<file path="src/rtl/retire_queue_pkg.sv">
// Shared retire-queue definitions: default sizing, tag/entry types and FSM states.
`ifndef NUM_REG
`define NUM_REG 64
`endif

package retire_queue_pkg;

  localparam int unsigned RQ_DEPTH = 16;
  localparam int unsigned NUM_REG  = `NUM_REG;
  localparam int unsigned RQ_TAG_W = $clog2(RQ_DEPTH);

  typedef logic [RQ_TAG_W-1:0] rq_tag_t;

  // old_preg is held in a separate array so its width can follow PREG_W.
  typedef struct packed {
    logic valid;
    logic done;
    logic has_dst;
    logic is_halt;
  } rq_entry_t;

  typedef enum logic {
    RQ_RUN    = 1'b0,
    RQ_HALTED = 1'b1
  } rq_state_e;

endpackage

</file>
<file path="src/rtl/retire_queue.sv">
// In-order retire queue: circular buffer of in-flight instructions, retiring the
// head once complete and returning its previous physical mapping to the free list.
module retire_queue
  import retire_queue_pkg::*;
#(
  parameter int unsigned DEPTH  = RQ_DEPTH,
  parameter int unsigned PREG_W = $clog2(NUM_REG),
  localparam int unsigned TAG_W = $clog2(DEPTH)
) (
  input  logic              clk,
  input  logic              n_rst,
  input  logic              alloc_valid,
  output logic              alloc_ready,
  input  logic              alloc_has_dst,
  input  logic [PREG_W-1:0] alloc_old_preg,
  input  logic              alloc_is_halt,
  output logic [TAG_W-1:0]  alloc_tag,
  input  logic              done_valid,
  input  logic [TAG_W-1:0]  done_tag,
  input  logic              flush,
  output logic              retire_free,
  output logic [PREG_W-1:0] retire_preg,
  output logic [TAG_W:0]    count,
  output logic              halt
);

  localparam logic [TAG_W:0] FULL_CNT = (TAG_W+1)'(DEPTH);
  localparam logic [TAG_W:0] PTR_ONE  = (TAG_W+1)'(1);

  logic [TAG_W:0]    head_q, head_d, tail_q, tail_d;
  rq_entry_t         ent_q  [DEPTH];
  rq_entry_t         ent_d  [DEPTH];
  logic [PREG_W-1:0] preg_q [DEPTH];
  logic [PREG_W-1:0] preg_d [DEPTH];
  rq_state_e         state_q, state_d;
  logic              retire_free_q, retire_free_d;
  logic [PREG_W-1:0] retire_preg_q, retire_preg_d;

  logic [TAG_W-1:0]  head_idx, tail_idx;
  rq_entry_t         head_ent;
  logic              do_alloc, do_retire;

  assign head_idx  = head_q[TAG_W-1:0];
  assign tail_idx  = tail_q[TAG_W-1:0];
  assign head_ent  = ent_q[head_idx];

  assign count       = tail_q - head_q;
  assign alloc_ready = (count != FULL_CNT) && (state_q == RQ_RUN) && !flush;
  assign alloc_tag   = tail_idx;
  assign do_alloc    = alloc_valid && alloc_ready;
  assign do_retire   = head_ent.valid && head_ent.done && (state_q == RQ_RUN) && !flush;

  assign retire_free = retire_free_q;
  assign retire_preg = retire_preg_q;
  assign halt        = (state_q == RQ_HALTED);

  always_comb begin
    ent_d         = ent_q;
    preg_d        = preg_q;
    head_d        = head_q;
    tail_d        = tail_q;
    state_d       = state_q;
    retire_free_d = 1'b0;
    retire_preg_d = retire_preg_q;

    if (flush) begin
      ent_d  = '{default: '0};
      head_d = '0;
      tail_d = '0;
    end else begin
      if (done_valid && ent_q[done_tag].valid) begin
        ent_d[done_tag].done = 1'b1;
      end
      // Retire before alloc: when full no alloc happens, so slots never collide.
      if (do_retire) begin
        ent_d[head_idx].valid = 1'b0;
        ent_d[head_idx].done  = 1'b0;
        head_d                = head_q + PTR_ONE;
        retire_free_d         = head_ent.has_dst;
        if (head_ent.has_dst) begin
          retire_preg_d = preg_q[head_idx];
        end
        if (head_ent.is_halt) begin
          state_d = RQ_HALTED;
        end
      end
      if (do_alloc) begin
        ent_d[tail_idx].valid   = 1'b1;
        ent_d[tail_idx].done    = 1'b0;
        ent_d[tail_idx].has_dst = alloc_has_dst;
        ent_d[tail_idx].is_halt = alloc_is_halt;
        preg_d[tail_idx]        = alloc_old_preg;
        tail_d                  = tail_q + PTR_ONE;
      end
    end
  end

  always_ff @(posedge clk or negedge n_rst) begin
    if (!n_rst) begin
      head_q        <= '0;
      tail_q        <= '0;
      ent_q         <= '{default: '0};
      preg_q        <= '{default: '0};
      state_q       <= RQ_RUN;
      retire_free_q <= 1'b0;
      retire_preg_q <= '0;
    end else begin
      head_q        <= head_d;
      tail_q        <= tail_d;
      ent_q         <= ent_d;
      preg_q        <= preg_d;
      state_q       <= state_d;
      retire_free_q <= retire_free_d;
      retire_preg_q <= retire_preg_d;
    end
  end

endmodule

</file>
<file path="config.mk">
export PLATFORM = sky130hd
export DESIGN_NAME = retire_queue
export DESIGN_NICKNAME = d
export VERILOG_FILES = /design/src/rtl/retire_queue_pkg.sv /design/src/rtl/retire_queue.sv
export SDC_FILE = /design/constraint.sdc
export NUM_CORES = 1
export LEC_CHECK = 0
export CAP_MARGIN = 10
export CORE_ASPECT_RATIO = 0.6
export CORE_UTILIZATION = 63
export DETAILED_ROUTE_END_ITERATION = 12
export PLACE_DENSITY = 0.82
export SKIP_CTS_REPAIR_TIMING = 1
export SYNTH_ARGS = -nofsm -noshare
export SYNTH_HDL_FRONTEND = slang
export SYNTH_SLANG_ARGS = --single-unit
</file>
<file path="constraint.sdc">
create_clock -name clk -period 5.54 [get_ports clk]
set_input_delay 0.831 -clock clk [delete_from_list [all_inputs] [get_ports clk]]
set_output_delay 0.831 -clock clk [all_outputs]
set_load 0.1 [all_outputs]
</file>
==> flow_summary.json <==
{
  "outcome": "finished, final reports clean",
  "num_antenna_cells": 0,
  "final_max_slew_viol_count": 0,
  "total_power_mw": 2.87,
  "power.ir.vdd_worst_v": 0.000226,
  "worst_setup_hold_path_clk_slew_ps": 70,
  "remaining_drc_errors": 0,
  "timing.critical_path.to_type": "primary output",
  "finalWeightedCongestion": 0.918,
  "full_die_area_mm2": 0.0147,
  "dp_hpwl_um": 14200,
  "crit_fanout": 20,
  "netlist_instances": 678,
  "final_period_minus_worst_setup_slack_ps": 4260,
  "antenna_violating_nets_post_route": 0,
  "cts_buffers": 17,
  "floorplan.initialDensity": 0.652,
  "placement_rows": 33,
  "floorplan.die.width_um": 156,
  "core_mm2": 0.0137,
  "clock_tree_from_tritoncts": "yes",
  "layout.nets": 719,
  "total_overflow_reported_by_the_global_router": 0,
  "number_of_flops_mapped_to_enable_cells_by_yosys": 0,
  "synth.ff_latch_count": 178,
  "crit_required_ps": 4710,
  "synth_area_per_cell_um2": 13.2,
  "via_count": 6016,
  "worst-endpoint-arrival_ps": 3430,
  "yosys_warnings": 0,
  "setup_viol": 0,
  "tns_ps": 0,
  "async_flop_share": 1.00,
  "cellLeakagePower_nw": 4.52,
  "drtPass1Iterations": 7,
  "crit_start_category": "register",
  "grt_pass1_vias": 5919,
  "setup_repair_after_global_routing_missed_its_margin": "no",
  "yosysUniqueCellTypes": 53,
  "total_routing_resource_utilization_after_global_routing": 0.323,
  "final_design_utilization": 0.724,
  "cap_viol_max_count": 0,
  "portBuffers": 34,
  "power_density_mw_per_mm2": 288,
  "synth-main-ff-cell": "sky130_fd_sc_hd__dfrtp_1",
  "wl_um": 22100,
  "dr.first_iter.drc_count": 584,
  "ctsLongestPathBuffers": 2,
  "vias_per_std_cell": 6.73,
  "die_height_um": 94.4,
  "layout-area-overhead-vs-synth_pct": 11.2,
  "finClkSkew_ps": 12.5,
  "drive_gt1_frac": 0.325,
  "cts.htree.levels": 4,
  "synth.cell_area_mm2": 0.00896,
  "cts.root.buffer_cell": "sky130_fd_sc_hd__clkbuf_16",
  "layout_worst_path_cycle_share": 0.768,
  "number_of_sinks_handled_by_clock_tree_synthesis": 178,
  "grt_antenna_before_repair": 0,
  "hold_viol": 0,
  "max_clock_freq_ghz": 0.235,
  "timing_worst_setup_path_type": "reg2out",
  "synth.yosys.seq_area_share": 0.497,
  "mappedNetlistNets": 708,
  "wl_per_cell_um": 24.7,
  "worst-slew-pin-transition_ps": 1200,
  "grt_max_degree": 74,
  "grt_pass1_wl_um": 34400,
  "kind_of_path_behind_the_tightest_hold_check": "in2async",
  "worstSkewPairLatency_ps": 440,
  "io_pins": 35,
  "timing.slew.headroom": 0.200
}
## worst max-delay path: stages, from the launching register on
cell,delay [ps]
sky130_fd_sc_hd__dfrtp_1,510
sky130_fd_sc_hd__inv_2,470
sky130_fd_sc_hd__ha_1,370
sky130_fd_sc_hd__o2bb2ai_1,220
sky130_fd_sc_hd__xor2_2,950
sky130_fd_sc_hd__a31oi_1,170
sky130_fd_sc_hd__buf_4,300
## placed cells by master, fill, tap and decap left out, types with 3 or more instances in the layout
cell and instances:
sky130_fd_sc_hd__and3_1 9, sky130_fd_sc_hd__clkbuf_16 17, sky130_fd_sc_hd__nor3_1 3, sky130_fd_sc_hd__clkdlybuf4s50_1 29, sky130_fd_sc_hd__buf_4 9, sky130_fd_sc_hd__a311oi_4 4
sky130_fd_sc_hd__and2_1 4, sky130_fd_sc_hd__o21ai_0 21, sky130_fd_sc_hd__mux2i_1 19, sky130_fd_sc_hd__a311o_1 4, sky130_fd_sc_hd__a31oi_2 3, sky130_fd_sc_hd__nor2b_1 10
sky130_fd_sc_hd__xor2_1 3, sky130_fd_sc_hd__a21o_1 6, sky130_fd_sc_hd__mux4_2 47, sky130_fd_sc_hd__nand2b_1 14, sky130_fd_sc_hd__ha_1 12, sky130_fd_sc_hd__nand3_1 10
sky130_fd_sc_hd__nor2_1 29, sky130_fd_sc_hd__nand2_1 44, sky130_fd_sc_hd__a31oi_1 7, sky130_fd_sc_hd__dfrtp_1 177, sky130_fd_sc_hd__inv_6 7, sky130_fd_sc_hd__inv_1 10
sky130_fd_sc_hd__mux2_2 103, sky130_fd_sc_hd__a21oi_1 26, sky130_fd_sc_hd__nand3b_1 16, sky130_fd_sc_hd__nor3b_1 3, sky130_fd_sc_hd__a21bo_2 5, sky130_fd_sc_hd__a31o_2 6
## per-layer routing
layer | vias to the layer above | track usage | wire length [um]
met5 | - | 0 | 0
met4 | 0 | 0.118 | 431
met3 | 46 | 0.0844 | 2070
met2 | 304 | 0.459 | 9760
met1 | 3145 | 0.483 | 9810
li1 | 2521 | - | -
## Yosys cell counts (all sizes together), types with 2 or more instances
cell	n	area [um2]
buf	24	158
a31oi	10	81.3
mux2	103	1160
mux4	47	1060
a21bo	5	50.1
nor4b	2	17.5
nor3b	3	22.5
xnor2	3	26.3
a311oi	5	114
a21o	6	45.0
a311o	4	40.0
and2	4	25.0
dfrtp	178	4450
o22ai	2	32.5
o21ai	21	105
nand2b	14	87.6
or3	2	12.5
nor2	31	121
clkbuf	25	93.8
nor3	4	31.3
xor2	4	35.0
a21oi	26	130
nor4	2	12.5
nor2b	10	62.6
and4b	2	20.0
a31o	6	52.6
inv	12	45.1
nand3	11	67.6
nand3b	16	120
mux2i	19	190
nand2	45	171
ha	12	150
and3	9	56.3
nand4	2	12.5
## worst paths after layout
kind	startpoint	endpoint	slack, ps	cells after the start
max	head_q[2]	alloc_ready	1280	6
min	n_rst	tail_q[0]	390	1
max reg2reg	head_q[2]	preg_q[50]	1700	6
min reg2reg	preg_q[73]	preg_q[73]	510	1
max in group asynchronous	n_rst	preg_q[9]	3960	2
min in group clk	preg_q[73]	preg_q[73]	510	1
## power by group
| part | total [mW] | switching, mW | internal, mW | leakage [nW] |
|---|---|---|---|---|
| Sequential | 1.39 | 0.0325 | 1.35 | 2.45 |
| Clock | 1.23 | 0.575 | 0.656 | 0.289 |
| Combinational | 0.255 | 0.148 | 0.106 | 1.79 |
| Total | 2.87 | 0.756 | 2.12 | 4.52 |
## cell families after synthesis
logic type / Yosys count / share of synthesized area
compound gates: 89 / 0.0772
xor+xnor: 7 / 0.00684
fa+ha+maj: 13 / 0.0190
buf+inv: 61 / 0.0331
flops: 178 / 0.497
mux: 169 / 0.269
simple gates: 161 / 0.0978
## area by class of cell
type                    count  area, um2
clock buffers              18        439
flip-flops and latches    178       4460
well taps                 192        240
clock inverters            14        161
inverters                  12       45.0
fillers                   882       3790
repair buffers             41        389
multi-input cells         439       4230
## sequential cells by signal, summed over array words and instances (netlist names)
register	count
halt	1
preg_q	96
tail_q	5
head_q	5
retire_preg	6
retire_free	1
ent_q	64
## per-stage QoR
step / std cells / instance area [um2] / setup slack, ps / hold slack, ps
global placement: 861 / 9340 / 1900 / 481
finish: 894 / 9960 / 1280 / 389
global route: 894 / 9960 / 1040 / 453
detailed placement: 861 / 9340 / 1800 / 489
CTS: 893 / 9940 / 1310 / 424
floorplan: 678 / 8960 / 589 / 467
Note: power is estimated with default switching activity, not from simulation.
